`src/rtl/pipeline_stall_controller_pkg.sv`:
```
// Shared constants for the pipeline stall controller: FSM state encoding and
// the bundle of stage-control outputs.
package pipeline_stall_controller_pkg;

  localparam logic [1:0] RUN      = 2'd0;
  localparam logic [1:0] MEM_WAIT = 2'd1;
  localparam logic [1:0] MEM_DONE = 2'd2;

  typedef struct packed {
    logic pc_write;
    logic if_id_write;
    logic id_ex_write;
    logic ex_mem_write;
    logic mem_wb_write;
    logic if_id_flush;
    logic control_sel;
    logic mem_start;
  } ctrl_t;

  // Free-running pipeline: every stage advances, ID control passes through.
  function automatic ctrl_t ctrl_run_default();
    ctrl_t c;
    c = '{pc_write: 1'b1, if_id_write: 1'b1, id_ex_write: 1'b1,
          ex_mem_write: 1'b1, mem_wb_write: 1'b1, if_id_flush: 1'b0,
          control_sel: 1'b1, mem_start: 1'b0};
    return c;
  endfunction

endpackage

```
`src/rtl/pipeline_stall_controller_sat_counter.sv`:
```
// Saturating up-counter with synchronous active-low reset.
module sat_counter #(
  parameter int W = 8
) (
  input  logic         clk,
  input  logic         rst,
  input  logic         inc_i,
  output logic [W-1:0] count_o
);

  logic [W-1:0] count_q, count_d;

  always_comb begin
    count_d = count_q;
    if (inc_i && (count_q != {W{1'b1}})) count_d = count_q + W'(1);
  end

  always_ff @(posedge clk) begin
    if (!rst) count_q <= '0;
    else      count_q <= count_d;
  end

  assign count_o = count_q;

endmodule

```
`src/rtl/pipeline_stall_controller.sv`:
```
// Pipeline hazard controller: memory freeze with timeout, load-use stall and
// branch flush, plus a saturating count of cycles in which the PC was held.
module pipeline_stall_controller
  import pipeline_stall_controller_pkg::*;
#(
  parameter int TIMEOUT = 15,
  parameter int CNT_W   = 8
) (
  input  logic             clk,
  input  logic             rst,
  input  logic             loadUseHazard,
  input  logic             branchTaken,
  input  logic             memReq,
  input  logic             memReady,
  output logic             pcWrite,
  output logic             IF_ID_write,
  output logic             ID_EX_write,
  output logic             EX_MEM_write,
  output logic             MEM_WB_write,
  output logic             IF_ID_flush,
  output logic             controlSel,
  output logic             memStart,
  output logic             memError,
  output logic [CNT_W-1:0] stallCount,
  output logic [1:0]       state
);

  localparam int WAIT_W = $clog2(TIMEOUT + 1);

  logic [1:0]        state_q, state_d, dec_state;
  logic [WAIT_W-1:0] wait_q, wait_d, wait_inc;
  logic              mem_error_q, mem_error_d;
  ctrl_t             ctrl;

  // During reset the outputs decode as RUN regardless of the held state.
  assign dec_state = rst ? state_q : RUN;
  assign wait_inc  = wait_q + WAIT_W'(1);

  always_comb begin
    ctrl = ctrl_run_default();
    case (dec_state)
      RUN: begin
        if (memReq) begin
          ctrl.pc_write     = 1'b0;
          ctrl.if_id_write  = 1'b0;
          ctrl.id_ex_write  = 1'b0;
          ctrl.ex_mem_write = 1'b0;
          ctrl.mem_wb_write = 1'b0;
          ctrl.mem_start    = rst;
        end else if (loadUseHazard) begin
          ctrl.pc_write    = 1'b0;
          ctrl.if_id_write = 1'b0;
          ctrl.control_sel = 1'b0;
        end else if (branchTaken) begin
          ctrl.if_id_flush = 1'b1;
        end
      end
      MEM_WAIT: begin
        ctrl.pc_write     = 1'b0;
        ctrl.if_id_write  = 1'b0;
        ctrl.id_ex_write  = 1'b0;
        ctrl.ex_mem_write = 1'b0;
        ctrl.mem_wb_write = 1'b0;
      end
      MEM_DONE: begin
        // memReq is still high for the completing access; it must not re-freeze.
        if (loadUseHazard) begin
          ctrl.pc_write    = 1'b0;
          ctrl.if_id_write = 1'b0;
          ctrl.control_sel = 1'b0;
        end else if (branchTaken) begin
          ctrl.if_id_flush = 1'b1;
        end
      end
      default: ;
    endcase
  end

  always_comb begin
    state_d     = state_q;
    wait_d      = wait_q;
    mem_error_d = mem_error_q;
    case (state_q)
      RUN: begin
        if (memReq) begin
          state_d = MEM_WAIT;
          wait_d  = '0;
        end
      end
      MEM_WAIT: begin
        if (memReady) begin
          state_d = MEM_DONE;
        end else begin
          wait_d = wait_inc;
          if (wait_inc == WAIT_W'(TIMEOUT)) begin
            mem_error_d = 1'b1;
            state_d     = MEM_DONE;
          end
        end
      end
      MEM_DONE: state_d = RUN;
      default:  state_d = RUN;
    endcase
  end

  always_ff @(posedge clk) begin
    if (!rst) begin
      state_q     <= RUN;
      wait_q      <= '0;
      mem_error_q <= 1'b0;
    end else begin
      state_q     <= state_d;
      wait_q      <= wait_d;
      mem_error_q <= mem_error_d;
    end
  end

  sat_counter #(.W(CNT_W)) u_stall_cnt (
    .clk     (clk),
    .rst     (rst),
    .inc_i   (~ctrl.pc_write),
    .count_o (stallCount)
  );

  assign pcWrite      = ctrl.pc_write;
  assign IF_ID_write  = ctrl.if_id_write;
  assign ID_EX_write  = ctrl.id_ex_write;
  assign EX_MEM_write = ctrl.ex_mem_write;
  assign MEM_WB_write = ctrl.mem_wb_write;
  assign IF_ID_flush  = ctrl.if_id_flush;
  assign controlSel   = ctrl.control_sel;
  assign memStart     = ctrl.mem_start;
  assign memError     = mem_error_q;
  assign state        = state_q;

endmodule

```
`config.mk`:
```
export PLATFORM = sky130hd
export DESIGN_NAME = pipeline_stall_controller
export DESIGN_NICKNAME = d
export VERILOG_FILES = /design/src/rtl/pipeline_stall_controller_pkg.sv /design/src/rtl/pipeline_stall_controller_sat_counter.sv /design/src/rtl/pipeline_stall_controller.sv
export SDC_FILE = /design/constraint.sdc
export NUM_CORES = 1
export LEC_CHECK = 0
export CAP_MARGIN = 30
export CORE_MARGIN = 2
export CORE_UTILIZATION = 41
export CTS_CLUSTER_DIAMETER = 150
export DETAILED_ROUTE_END_ITERATION = 12
export PLACE_DENSITY = 0.73
export SYNTH_ARGS = -nofsm -noshare
export SYNTH_HDL_FRONTEND = slang
export SYNTH_SLANG_ARGS = --single-unit
```
`constraint.sdc`:
```
create_clock -name clk -period 1.3 [get_ports clk]
set_clock_uncertainty 0.05 [all_clocks]
set_input_delay 0.26 -clock clk [delete_from_list [all_inputs] [get_ports clk]]
set_output_delay 0.26 -clock clk [all_outputs]
set_load 0.02 [all_outputs]
```
==> flow_summary_export.csv, run 1 <==
group,metric,value,unit
timing,worst_slew_pin_slew,300,ps
timing,max_clock_freq,643,MHz
floorplanning,start_util,44.1,%
place,preCtsSetupSlack,-927,ps
floorplanning,die_area,0.00252,mm2
detailed_routing,drt_pass1_iterations,4,
worst_setup_path,startpoint,"state[0]$_SDFFE_PN0P_",
yosys,synth_edf_count,0,
worst_setup_path,crit_path_max_fanout,5,
status,violations,"setup timing",
floorplanning,dieHeight,50.2,um
floorplanning,dieWidth,50.2,um
worst_setup_path,worst_ep_required_time,990,ps
clocking,root_buffer,"clkbuf_4",
finish,drive_gt1_share,61.7,%
yosys,yosysWarnings,0,
place,finalWeightedCongestion,0.789,
worst_setup_path,arrival,1250,ps
timing,hold_ws,318,ps
global_routing,grt_pass1_wl,4.31,mm
worst_setup_path,r2r-start,"state[0]$_SDFFE_PN0P_",
timing,period_needed,1560,ps
finish,layout_commonest_cell,"buf_4",
worst_setup_path,crit_path_start_kind,"flip-flop",
floorplanning,coreArea,0.00198,mm2
yosys,ys_ff_latch,15,
clocking,insertion_delay,280,ps
pwr,cellPowerDensity,692,mW/mm2
detailed_routing,drt-total-wl,2.74,mm
place,dp_hpwl,1.78,mm
timing,finalSetupViolations,22,
timing,slew_headroom,80.0,%
place,numPortBuffers,24,
finish,finish.utilization,83.3,%
detailed_routing,ant_nets,0,
global_routing,grt_pass1_vias,961,
finish,area_growth_syn_to_layout,89.0,%
timing,setup_ws,-255,ps
yosys,syn-cell-area,873,um2
timing,period_share,120,%
min_path,min_from,"rst",
global_routing,grt_antenna_before_repair,0,
finish,stdcell_area,0.00165,mm2
yosys,avgSynthCellArea,8.56,um2
yosys,synth_flop_cell,"dfxtp_1",
finish,insertedDiodeCount,0,
finish,layout_common_cells,"34 x buf_4, 14 x buf_6, 9 x nand2_1",
detailed_routing,drc,0,
detailed_routing,wl_per_cell,14.5,um
floorplanning,ios,25,
yosys,synth_nets,111,
detailed_routing,vias_per_cell,5.34,
detailed_routing,vias,1010,
flow_run,drv_cap,0,
place,place_area,0.00142,mm2
timing,hold_viol,0,
detailed_routing,initialDrtViolationCount,16,
yosys,synth_cells,102,
clocking,h-tree-depth,1,
timing,finalSetupTns,-3360,ps
worst_setup_path,path_class,"reg -> out",
clocking,cts_tree,"built",
finish,fin_nets,172,
global_routing,gr-total-overflow,0,
yosys,ys_types,40,
timing,drv_slew,0,
status,outcome,"finished, violations left",
timing,rsz0062_at_grt,"true",
min_path,hp-class,"in -> reg",
pwr,ir_drop,0.680,mV
floorplanning,rows,16,
clocking,clock_sinks,15,
global_routing,grt.total_usage,22.3,%
worst_setup_path,worst_setup_path_end_kind,"output pin",
yosys,ys_seq_area_share,34.4,%
pwr,power.leakage,0.000677,uW
global_routing,grt_max_degree,11,
yosys,async_flop_share,0,%
clocking,clkTransAtPathRegs,100,ps
clocking,numCtsBuffers,3,
clocking,clockBufferDepth,2,
registers in the layout, summed over array words and instances (netlist names):
register and count:
u_stall_cnt.count_o 8, wait_q 4, memError 1, state 2
critical path, stage by stage, from the launching register on:
cell and delay, ps:
dfxtp_4 380, and2_4 140, buf_4 130, o21ai_4 140, buf_4 160
power breakdown:
part | leakage, uW | switching (uW) | internal [uW]
registers | 0.000128 | 20.1 | 476
logic | 0.000532 | 188 | 188
clock network | 0.0000177 | 156 | 114
layout make-up:
cell class	instances	area, um2
Clock inverter	1	5.00
Timing Repair Buffer	62	544
Multi-Input combinational cell	76	702
Inverter	5	21.3
Tap cell	27	33.8
Fill cell	106	332
Sequential cell	15	322
Clock buffer	3	22.5
per-layer routing:
metal / part of all wire (%) / routed length [um] / vias up / GRT usage [%]
met5: 0 / 0 / - / 0
met4: 2.7 / 74 / 0 / 9.72
met3: 3.6 / 98 / 10 / 4.46
met2: 54 / 1490 / 29 / 39.7
met1: 39 / 1070 / 471 / 25.5
li1: - / - / 500 / -
kinds of logic (layout without fill, tap and decap cells):
family / count (synthesis) / count (layout) / share of synthesized area (%)
simple gates: 41 / 41 / 26.2
flops: 15 / 15 / 34.4
compound gates: 28 / 28 / 24.1
fa+ha+maj: 3 / 3 / 4.30
mux: 4 / 4 / 4.58
buf+inv: 11 / 71 / 6.45
cell usage after synthesis (2+ instances only):
library cell	count	area share, %
and2_1	3	2.1
mux2i_1	4	4.6
nor3_1	4	2.3
dfxtp_1	15	34
a41oi_1	2	2.0
o21ai_0	4	2.3
nand2_1	9	3.9
nand3_1	3	1.7
nor2_1	8	3.4
ha_1	3	4.3
buf_4	4	3.4
nand4_1	2	1.4
nand2b_1	3	2.1
a21oi_1	6	3.4
inv_1	3	1.3
a211oi_1	3	2.6
a31oi_1	3	2.1
stage by stage:
stage	cells	power, uW
CTS	186	1120
finish	189	1140
detailed placement	180	828
global route	189	1200
floorplan	102	674
global placement	180	821
path summary, 6_finish.rpt:
path / endpoint / slack, ps / depth (start not counted)
hold reg to reg: memError$_SDFFE_PN0P_ / 410 / 2
setup / recovery: MEM_WB_write / -260 / 4
setup reg to reg: memError$_SDFFE_PN0P_ / -200 / 7
hold / removal: state[0]$_SDFFE_PN0P_ / 320 / 2
repair_timing:
item | 4_1_cts | 5_1_grt
setup endpoints to repair | 34 | 33
hold buffers | 0 | 0
resized for setup | 98 | 25
buffers inserted | 2 | 3
pin swaps | 21 | 8
Note: power is estimated with default switching activity, not from simulation.
==> inputs of run 2 (changes only) <==
CTS_BUF_LIST = sky130_fd_sc_hd__clkbuf_16   (was unset)
SKIP_CTS_REPAIR_TIMING = 1   (was unset)
==> run 2 against run 1 <==
  * Count of clock-buffer cells in the layout stayed put
  * Cell count is 1.1% higher
  * Flip-flop and latch count stayed put
  * Register-to-register slack worse by 50 ps
  * Global-route usage is 2.8 points lower
  * Sequential power is 0.8% higher
  * Via count is 5.0% higher
  * The run still ends with setup timing left
==> flow_summary_export.csv, run 2 (synthesis results as in run 1) <==
group,metric,value,unit
status,outcome,"finished, violations left",
status,violations,"setup timing",
floorplanning,start_util,44.1,%
global_routing,gr-total-overflow,0,
detailed_routing,vias,1060,
finish,area_growth_syn_to_layout,104,%
timing,max_clock_freq,647,MHz
global_routing,grt_pass1_wl,3.81,mm
finish,largest_reg_flops,8,
finish,layout_commonest_cell,"buf_4",
detailed_routing,drc,0,
detailed_routing,vias_per_cell,5.55,
place,numPortBuffers,24,
global_routing,grt_max_degree,11,
min_path,worstHoldEndpoint,"state[0]$_SDFFE_PN0P_",
clocking,insertion_delay,240,ps
finish,drive_gt1_share,62.2,%
min_path,hp-class,"in -> reg",
clocking,clkTransAtPathRegs,50,ps
clocking,h-tree-depth,1,
pwr,p_switching,414,uW
timing,period_share,119,%
floorplanning,die_area,0.00252,mm2
clocking,numCtsBuffers,3,
global_routing,grt_pass1_vias,904,
floorplanning,rows,16,
timing,drv_slew,0,
worst_setup_path,cp_slowest_stage_delay,360,ps
clocking,clock_sinks,15,
clocking,cts_tree,"built",
detailed_routing,drt_pass1_iterations,4,
place,finalWeightedCongestion,0.789,
clocking,clockBufferDepth,2,
timing,hold_viol,0,
worst_setup_path,r2r_cells,6,
worst_setup_path,r2r-end,"u_stall_cnt.count_o[4]$_SDFFE_PN0P_",
worst_setup_path,path_class,"reg -> reg",
pwr,power.leakage,0.000891,uW
finish,layout_common_cells,"29 x buf_4, 19 x buf_6, 11 x dlymetal6s2s_1",
pwr,cellPowerDensity,847,mW/mm2
detailed_routing,wl_per_cell,17.7,um
pwr,swShare,27.4,%
worst_setup_path,worst_ep_required_time,1360,ps
worst_setup_path,r2r-start,"state[0]$_SDFFE_PN0P_",
timing,rsz0062_at_grt,"true",
timing,finalSetupTns,-3090,ps
worst_setup_path,slowest_stage,"dfxtp_4",
floorplanning,dieWidth,50.2,um
worst_setup_path,crit_path_max_fanout,5,
finish,fin_nets,174,
floorplanning,coreArea,0.00198,mm2
worst_setup_path,path_cells,"nand2b_4, a31oi_4, inv_4, buf_6, o311ai_2, o41ai_1",
worst_setup_path,path_delay_family,"compound AO/OA/AOI/OAI gates",
global_routing,grt_antenna_before_repair,0,
worst_setup_path,worst-path-buf-inv,2,
worst_setup_path,arrival,1610,ps
pwr,power_frac_seq,33.1,%
finish,insertedDiodeCount,0,
timing,setup_ws,-246,ps
pwr,power_frac_clock,39.8,%
pwr,p_int,1100,uW
finish,finish.utilization,90.0,%
floorplanning,ios,25,
timing,finalSetupViolations,20,
worst_setup_path,rrSetupSlack,-250,ps
detailed_routing,initialDrtViolationCount,28,
detailed_routing,drt-total-wl,3.38,mm
min_path,min_from,"rst",
timing,slew_headroom,75.5,%
timing,worst_slew_pin_slew,368,ps
clocking,root_buffer,"clkbuf_16",
pwr,ir_drop,0.876,mV
global_routing,grt.total_usage,19.5,%
worst_setup_path,worst_setup_path_end_kind,"flip-flop",
flow_run,drv_cap,0,
detailed_routing,ant_nets,0,
worst_setup_path,crit_path_start_kind,"flip-flop",
min_path,whs_path_depth,2,
pwr,power_frac_comb,27.1,%
floorplanning,dieHeight,50.2,um
timing,period_needed,1550,ps
place,dp_hpwl,1.78,mm
==> run 2: worst max-delay path by stage <==
stage / start / endpoint / slack (ps) / cells past startpoint
after floorplan: rst / memStart / -90 / 4
after detailed placement: rst / IF_ID_flush / -930 / 5
after CTS: rst / IF_ID_flush / -930 / 5
after global placement: rst / IF_ID_write / -890 / 6
final: state[0]$_SDFFE_PN0P_ / u_stall_cnt.count_o[4]$_SDFFE_PN0P_ / -250 / 6
after global routing: state[0]$_SDFFE_PN0P_ / u_stall_cnt.count_o[4]$_SDFFE_PN0P_ / -320 / 6
==> run 2: area by class of cell <==
cell class / instances / area [um2]
tap: 27 / 33.8
clock inverter: 1 / 5.00
clock buffer: 3 / 75.1
sequential: 15 / 319
fill: 87 / 198
inverter: 5 / 21.3
multi-input combinational: 76 / 731
timing repair buffer: 64 / 599
==> run 2: routing by layer <==
metal | wire length, um | vias to the layer above | global-route usage (%)
met5 | 0 | - | 0
met4 | 96 | 0 | 5.56
met3 | 132 | 10 | 2.68
met2 | 1790 | 38 | 37.7
met1 | 1360 | 512 | 21.6
li1 | - | 500 | -
==> run 2: metrics by stage <==
stage / power [uW] / cells / hold WS [ps] / area (um2) / worst slack [ps]
2_1_floorplan: 674 / 102 / 337 / 940 / -92.2
3_3_place_gp: 821 / 180 / 385 / 1420 / -889
6_report: 1510 / 191 / 300 / 1780 / -246
3_5_place_dp: 828 / 180 / 387 / 1420 / -927
4_1_cts: 1430 / 184 / 396 / 1500 / -929
5_1_grt: 1570 / 191 / 308 / 1780 / -324
==> run 2: power by group through the flow <==
stage | clock (uW) | sequential [uW] | combinational (uW)
2_1_floorplan | 0 | 529 | 144
3_3_place_gp | 0 | 506 | 316
3_5_place_dp | 0 | 506 | 322
4_1_cts | 607 | 497 | 324
5_1_grt | 637 | 503 | 430
6_report | 601 | 500 | 409
